==> config.mk <==
export PLATFORM = sky130hd
export DESIGN_NAME = layer_stream_ctrl
export DESIGN_NICKNAME = d
export VERILOG_FILES = /design/src/rtl/layer_stream_ctrl.sv
export SDC_FILE = /design/constraint.sdc
export NUM_CORES = 1
export LEC_CHECK = 0
export CAP_MARGIN = 20
export CORE_AREA = 5 5 257 259
export CTS_CLUSTER_DIAMETER = 80
export DETAILED_ROUTE_END_ITERATION = 8
export DIE_AREA = 0 0 262 264
export DONT_BUFFER_PORTS = 1
export GPL_ROUTABILITY_DRIVEN = 0
export GPL_TIMING_DRIVEN = 0
export HOLD_SLACK_MARGIN = 0.05
export RECOVER_POWER = 100
export REMOVE_ABC_BUFFERS = 1
export SLEW_MARGIN = 25
export SYNTH_ARGS = -nofsm -noshare
export SYNTH_HDL_FRONTEND = slang
export SYNTH_SLANG_ARGS = --single-unit
==> constraint.sdc <==
create_clock -name clk -period 7.2 [get_ports clk]
set_input_delay 1.44 -clock clk [delete_from_list [all_inputs] [get_ports clk]]
set_output_delay 1.44 -clock clk [all_outputs]
set_load 0.005 [all_outputs]
==> src/rtl/layer_stream_ctrl.sv <==
// Captures an NN-wide upstream layer vector and replays it as a serial x_valid/x_in stream.
// Define LAYER_ARGMAX_EN to add a signed argmax over each streamed vector.
//
// state  | meaning
// S_IDLE | collecting per-neuron results into the buffer, pending mask tracks arrivals
// S_SEND | streaming buf[0..NN-1] one element per non-held cycle
module layer_stream_ctrl #(
    parameter int NN        = 30,
    parameter int dataWidth = 16,
    parameter int IDXW      = (NN > 1) ? $clog2(NN) : 1
) (
    input  logic                    clk,
    input  logic                    rstn,
    input  logic [NN-1:0]           i_valid,
    input  logic [NN*dataWidth-1:0] i_data,
    input  logic                    hold,
    output logic                    x_valid,
    output logic [dataWidth-1:0]    x_in,
    output logic [IDXW-1:0]         x_idx,
    output logic                    busy,
    output logic                    layer_done,
    output logic                    overrun,
    output logic [IDXW-1:0]         argmax_idx,
    output logic                    argmax_valid
);

    typedef enum logic {S_IDLE = 1'b0, S_SEND = 1'b1} state_t;

    localparam logic [IDXW-1:0] LAST_IDX = IDXW'(NN - 1);

    state_t                 state_q, state_d;
    logic [NN-1:0]          pending_q, pending_d;
    logic [dataWidth-1:0]   buf_q [NN];
    logic                   x_valid_q, x_valid_d;
    logic [dataWidth-1:0]   x_in_q, x_in_d;
    logic [IDXW-1:0]        x_idx_q, x_idx_d;
    logic                   busy_q, busy_d;
    logic                   layer_done_q, layer_done_d;
    logic                   overrun_q, overrun_d;
    logic [NN-1:0]          cap;
    logic [IDXW-1:0]        nxt_idx;
    logic                   start, emit, finish;

    always_comb begin
        state_d   = state_q;
        pending_d = pending_q;
        overrun_d = overrun_q;
        cap       = '0;
        start     = 1'b0;
        emit      = 1'b0;
        finish    = 1'b0;
        nxt_idx   = x_idx_q + 1'b1;

        case (state_q)
            S_IDLE: begin
                cap       = i_valid & ~pending_q;
                pending_d = pending_q | cap;
                if (|(i_valid & pending_q)) overrun_d = 1'b1;
                if (&pending_d) begin
                    start   = 1'b1;
                    state_d = S_SEND;
                end
            end
            S_SEND: begin
                // No double buffering: anything arriving while streaming is lost.
                if (|i_valid) overrun_d = 1'b1;
                if (x_idx_q == LAST_IDX) begin
                    finish    = 1'b1;
                    state_d   = S_IDLE;
                    pending_d = '0;
                end else if (!hold) begin
                    emit = 1'b1;
                end
            end
        endcase

        x_valid_d    = start | emit;
        busy_d       = (state_d == S_SEND);
        layer_done_d = finish;
        x_idx_d      = x_idx_q;
        x_in_d       = x_in_q;
        if (start) begin
            // Element 0 may be arriving on this very edge, so bypass the buffer.
            x_idx_d = '0;
            x_in_d  = cap[0] ? i_data[dataWidth-1:0] : buf_q[0];
        end else if (emit) begin
            x_idx_d = nxt_idx;
            x_in_d  = buf_q[nxt_idx];
        end
    end

    always_ff @(posedge clk or negedge rstn) begin
        if (!rstn) begin
            state_q      <= S_IDLE;
            pending_q    <= '0;
            x_valid_q    <= 1'b0;
            x_in_q       <= '0;
            x_idx_q      <= '0;
            busy_q       <= 1'b0;
            layer_done_q <= 1'b0;
            overrun_q    <= 1'b0;
        end else begin
            state_q      <= state_d;
            pending_q    <= pending_d;
            x_valid_q    <= x_valid_d;
            x_in_q       <= x_in_d;
            x_idx_q      <= x_idx_d;
            busy_q       <= busy_d;
            layer_done_q <= layer_done_d;
            overrun_q    <= overrun_d;
        end
    end

    always_ff @(posedge clk) begin
        for (int i = 0; i < NN; i++) begin
            if (cap[i]) buf_q[i] <= i_data[i*dataWidth +: dataWidth];
        end
    end

    assign x_valid    = x_valid_q;
    assign x_in       = x_in_q;
    assign x_idx      = x_idx_q;
    assign busy       = busy_q;
    assign layer_done = layer_done_q;
    assign overrun    = overrun_q;

`ifdef LAYER_ARGMAX_EN
    logic signed [dataWidth-1:0] max_q;
    logic [IDXW-1:0]             max_idx_q;
    logic [IDXW-1:0]             argmax_idx_q;
    logic                        argmax_valid_q;

    // Strict greater-than so ties keep the lowest index.
    always_ff @(posedge clk or negedge rstn) begin
        if (!rstn) begin
            max_q          <= '0;
            max_idx_q      <= '0;
            argmax_idx_q   <= '0;
            argmax_valid_q <= 1'b0;
        end else begin
            argmax_valid_q <= finish;
            if (finish) argmax_idx_q <= max_idx_q;
            if (start) begin
                max_q     <= x_in_d;
                max_idx_q <= '0;
            end else if (emit && ($signed(x_in_d) > max_q)) begin
                max_q     <= x_in_d;
                max_idx_q <= x_idx_d;
            end
        end
    end

    assign argmax_idx   = argmax_idx_q;
    assign argmax_valid = argmax_valid_q;
`else
    assign argmax_idx   = '0;
    assign argmax_valid = 1'b0;
`endif

endmodule

==> flow_summary.json <==
{
  "ys_types": 51,
  "drv_slew": 19,
  "synth-seq-cells": 535,
  "p_leak_nw": 8.03,
  "power_mw": 12.2,
  "drtIter0Drc": 1008,
  "synthTopCellsByArea": "edfxtp_1, mux4_2, dfrtp_1",
  "violations": "capacitance limit, slew limit",
  "final_util": 0.390,
  "post-place-ws_ns": 2.85,
  "syn_inst": 1216,
  "path_common_cell": "buf_16",
  "placed_cell_area_mm2": 0.0233,
  "cellPowerDensity_mw_per_mm2": 493,
  "overflow": 0,
  "core.rowCount": 93,
  "drt_first_pass_iters": 5,
  "route.detailed.drc": 0,
  "yosysTopAreaCell": "edfxtp_1",
  "initial_core_util": 0.335,
  "rsz0062_at_grt": "false",
  "start_kind": "register",
  "fmax_mhz": 202,
  "drv_cap": 1,
  "layout_setup_ws_ns": 2.25,
  "cts-htree-levels": 2,
  "regArea_mm2": 0.0156,
  "num-nets-final": 1820,
  "grt_max_degree": 56,
  "cp.required_ns": 7.67,
  "post-route-period-util": 0.688,
  "ys.flop_type": "edfxtp_1",
  "clock-sinks": 535,
  "worstPathCellList": "buf_16 -> ha_1 -> xor2_4 -> buf_16 -> buf_16 -> buf_16 -> mux4_2 -> mux2_2 -> o22ai_1 -> o21ai_1",
  "synth_area_mm2": 0.0213,
  "drive_gt1_frac": 0.169,
  "dp.cells": 2100,
  "worst_pin_slew_ns": 1.52,
  "final_antenna_net_count": 0,
  "ys_async_sr_fraction": 0.103,
  "portBuffers": 0,
  "dp_hpwl_um": 58500,
  "hold-worst-slack_ns": 0.500,
  "worstSetupPathType": "register to register",
  "clk_pin_slew_ns": 0.06,
  "vdd_drop_max_v": 0.000361,
  "critPathSlowestCell": "dfrtp_1",
  "status": "finished with violations",
  "cts.path.max_buffers": 3,
  "dieHeight_um": 264,
  "syn2layout_area_growth_pct": 16.4,
  "synth-edff-count": 464,
  "fin_area_mm2": 0.0248,
  "routedWlPerCell_um": 32.9,
  "tns_ns": 0,
  "hold_buffers": 0,
  "critPathMaxFanout": 36,
  "clk_latency_ns": 0.60,
  "fin_worst_skew_ns": 0.0118,
  "multi_input_area_mm2": 0.00539,
  "grtUsageTotal": 0.205,
  "synth_top_area_share": 0.654,
  "worstPathArrival_ns": 5.42,
  "cts_root_buffer": "clkbuf_16",
  "via_per_inst": 5.38,
  "postCtsSetupBuffers": 0,
  "yosysWarnings": 0,
  "antenna_found_initial": 24,
  "yosysSeqAreaShare": 0.733,
  "pin_count": 544,
  "fin_cells": 2231,
  "cp-end-kind": "register",
  "avgSynthCellArea_um2": 17.5,
  "fin_crit_ns": 4.95,
  "cts_resized": 0,
  "core_area_mm2": 0.0636,
  "grt_pass1_vias": 12700,
  "final_hold_viol_count": 0,
  "slew_headroom": -0.0158,
  "slowest_delay_ns": 1.37,
  "wl_um": 73300,
  "fill_cells": 5841,
  "grt_first_pass_wirelength_um": 99400,
  "min_path_type": "register to register",
  "die_w_um": 262,
  "vias": 12000,
  "report.final.setup_viol": 0,
  "cts_tree": "done",
  "die_area_mm2": 0.0692,
  "numCtsBuffers": 58
}
[layout make-up]
class / count / area share
diodes: 22 / 0.00222
clock buffers: 77 / 0.0647
clock inverters: 32 / 0.0121
inverters: 6 / 0.000908
multi-input cells: 609 / 0.217
flip-flops and latches: 535 / 0.630
well taps: 855 / 0.0431
repair buffers: 95 / 0.0294
[cells in the final DEF, fill, tap and decap left out, types with 9 or more instances in the layout]
cell | synthesis | layout
a32oi_1 | 11 | 11
nand3_1 | 14 | 14
dfrtp_1 | 55 | 55
clkbuf_1 | 29 | 84
nor3_1 | 10 | 10
o21ai_0 | 10 | 10
mux2_1 | 0 | 14
mux2i_1 | 45 | 45
clkinvlp_4 | 0 | 9
o22ai_1 | 9 | 9
clkbuf_16 | 0 | 59
a211oi_1 | 17 | 17
mux4_2 | 97 | 97
a21oi_1 | 49 | 49
nand2_1 | 77 | 77
buf_16 | 0 | 10
edfxtp_1 | 464 | 464
nor2_1 | 109 | 108
dfxtp_1 | 16 | 16
nor4_1 | 14 | 14
nor3b_1 | 33 | 34
diode_2 | 0 | 22
[flip-flops by register name, indices dropped and copies added, names as in the netlist]
register / cells
busy: 1
x_idx: 5
overrun: 1
x_in: 16
pending_q: 30
buf_q: 480
x_valid: 1
layer_done: 1
[synth_stat cells (all sizes together), types with 14 or more instances]
master / number
clkbuf: 29
a211oi: 17
nand3: 14
mux2i: 45
a21oi: 49
mux2: 22
dfrtp: 55
buf: 42
mux4: 97
edfxtp: 464
nand2: 77
nor4: 14
dfxtp: 16
nor3b: 34
nor2: 109
[path summary, 6_finish.rpt]
path,endpoint,slack [ns],cells after the start,start
worst max-delay path,x_in[7],2.25,10,x_idx[0]
worst min register to register,buf_q[0][3],0.50,1,buf_q[0][3]
min in group asynchronous,x_in[12],0.53,0,rstn
worst min-delay path,buf_q[0][3],0.50,1,buf_q[0][3]
worst max register to register,x_in[7],2.25,10,x_idx[0]
max in group asynchronous,x_idx[3],6.52,0,rstn
[critical path: cells and delay by family, from the launching register on]
family	cells	cell delay, ns
flops	1	1.37
compound gates	2	0.33
fa+ha+maj	1	0.61
mux	2	0.83
xor+xnor	1	0.67
buf+inv	4	0.91
[power by group]
group	total (mW)	switching [mW]	internal [mW]	leakage (nW)
sequential	4.49	0.431	4.06	5.01
combinational	4.78	2.81	1.97	2.11
clock	2.96	1.24	1.72	0.907
total	12.2	4.48	7.75	8.03
[layer usage]
metal	share of wire	vias up	global-route usage
li1	-	5069	-
met1	0.37	6233	0.244
met2	0.51	573	0.348
met3	0.089	109	0.0700
met4	0.030	8	0.0723
met5	0.00078	-	0
[cell families (layout without fill, tap and decap cells)]
group | after synthesis | after routing | synth area share
AO/OA/AOI/OAI | 148 | 148 | 0.0468
flip-flops | 535 | 535 | 0.733
XOR/XNOR | 11 | 11 | 0.00487
multiplexers | 164 | 164 | 0.135
other | 1 | 28 | 0.000176
adder cells (fa/ha/maj) | 2 | 2 | 0.00117
buffers and inverters | 77 | 210 | 0.0178
AND/OR/NAND/NOR | 278 | 278 | 0.0606
No activity file was read; power rests on OpenSTA's default activity.
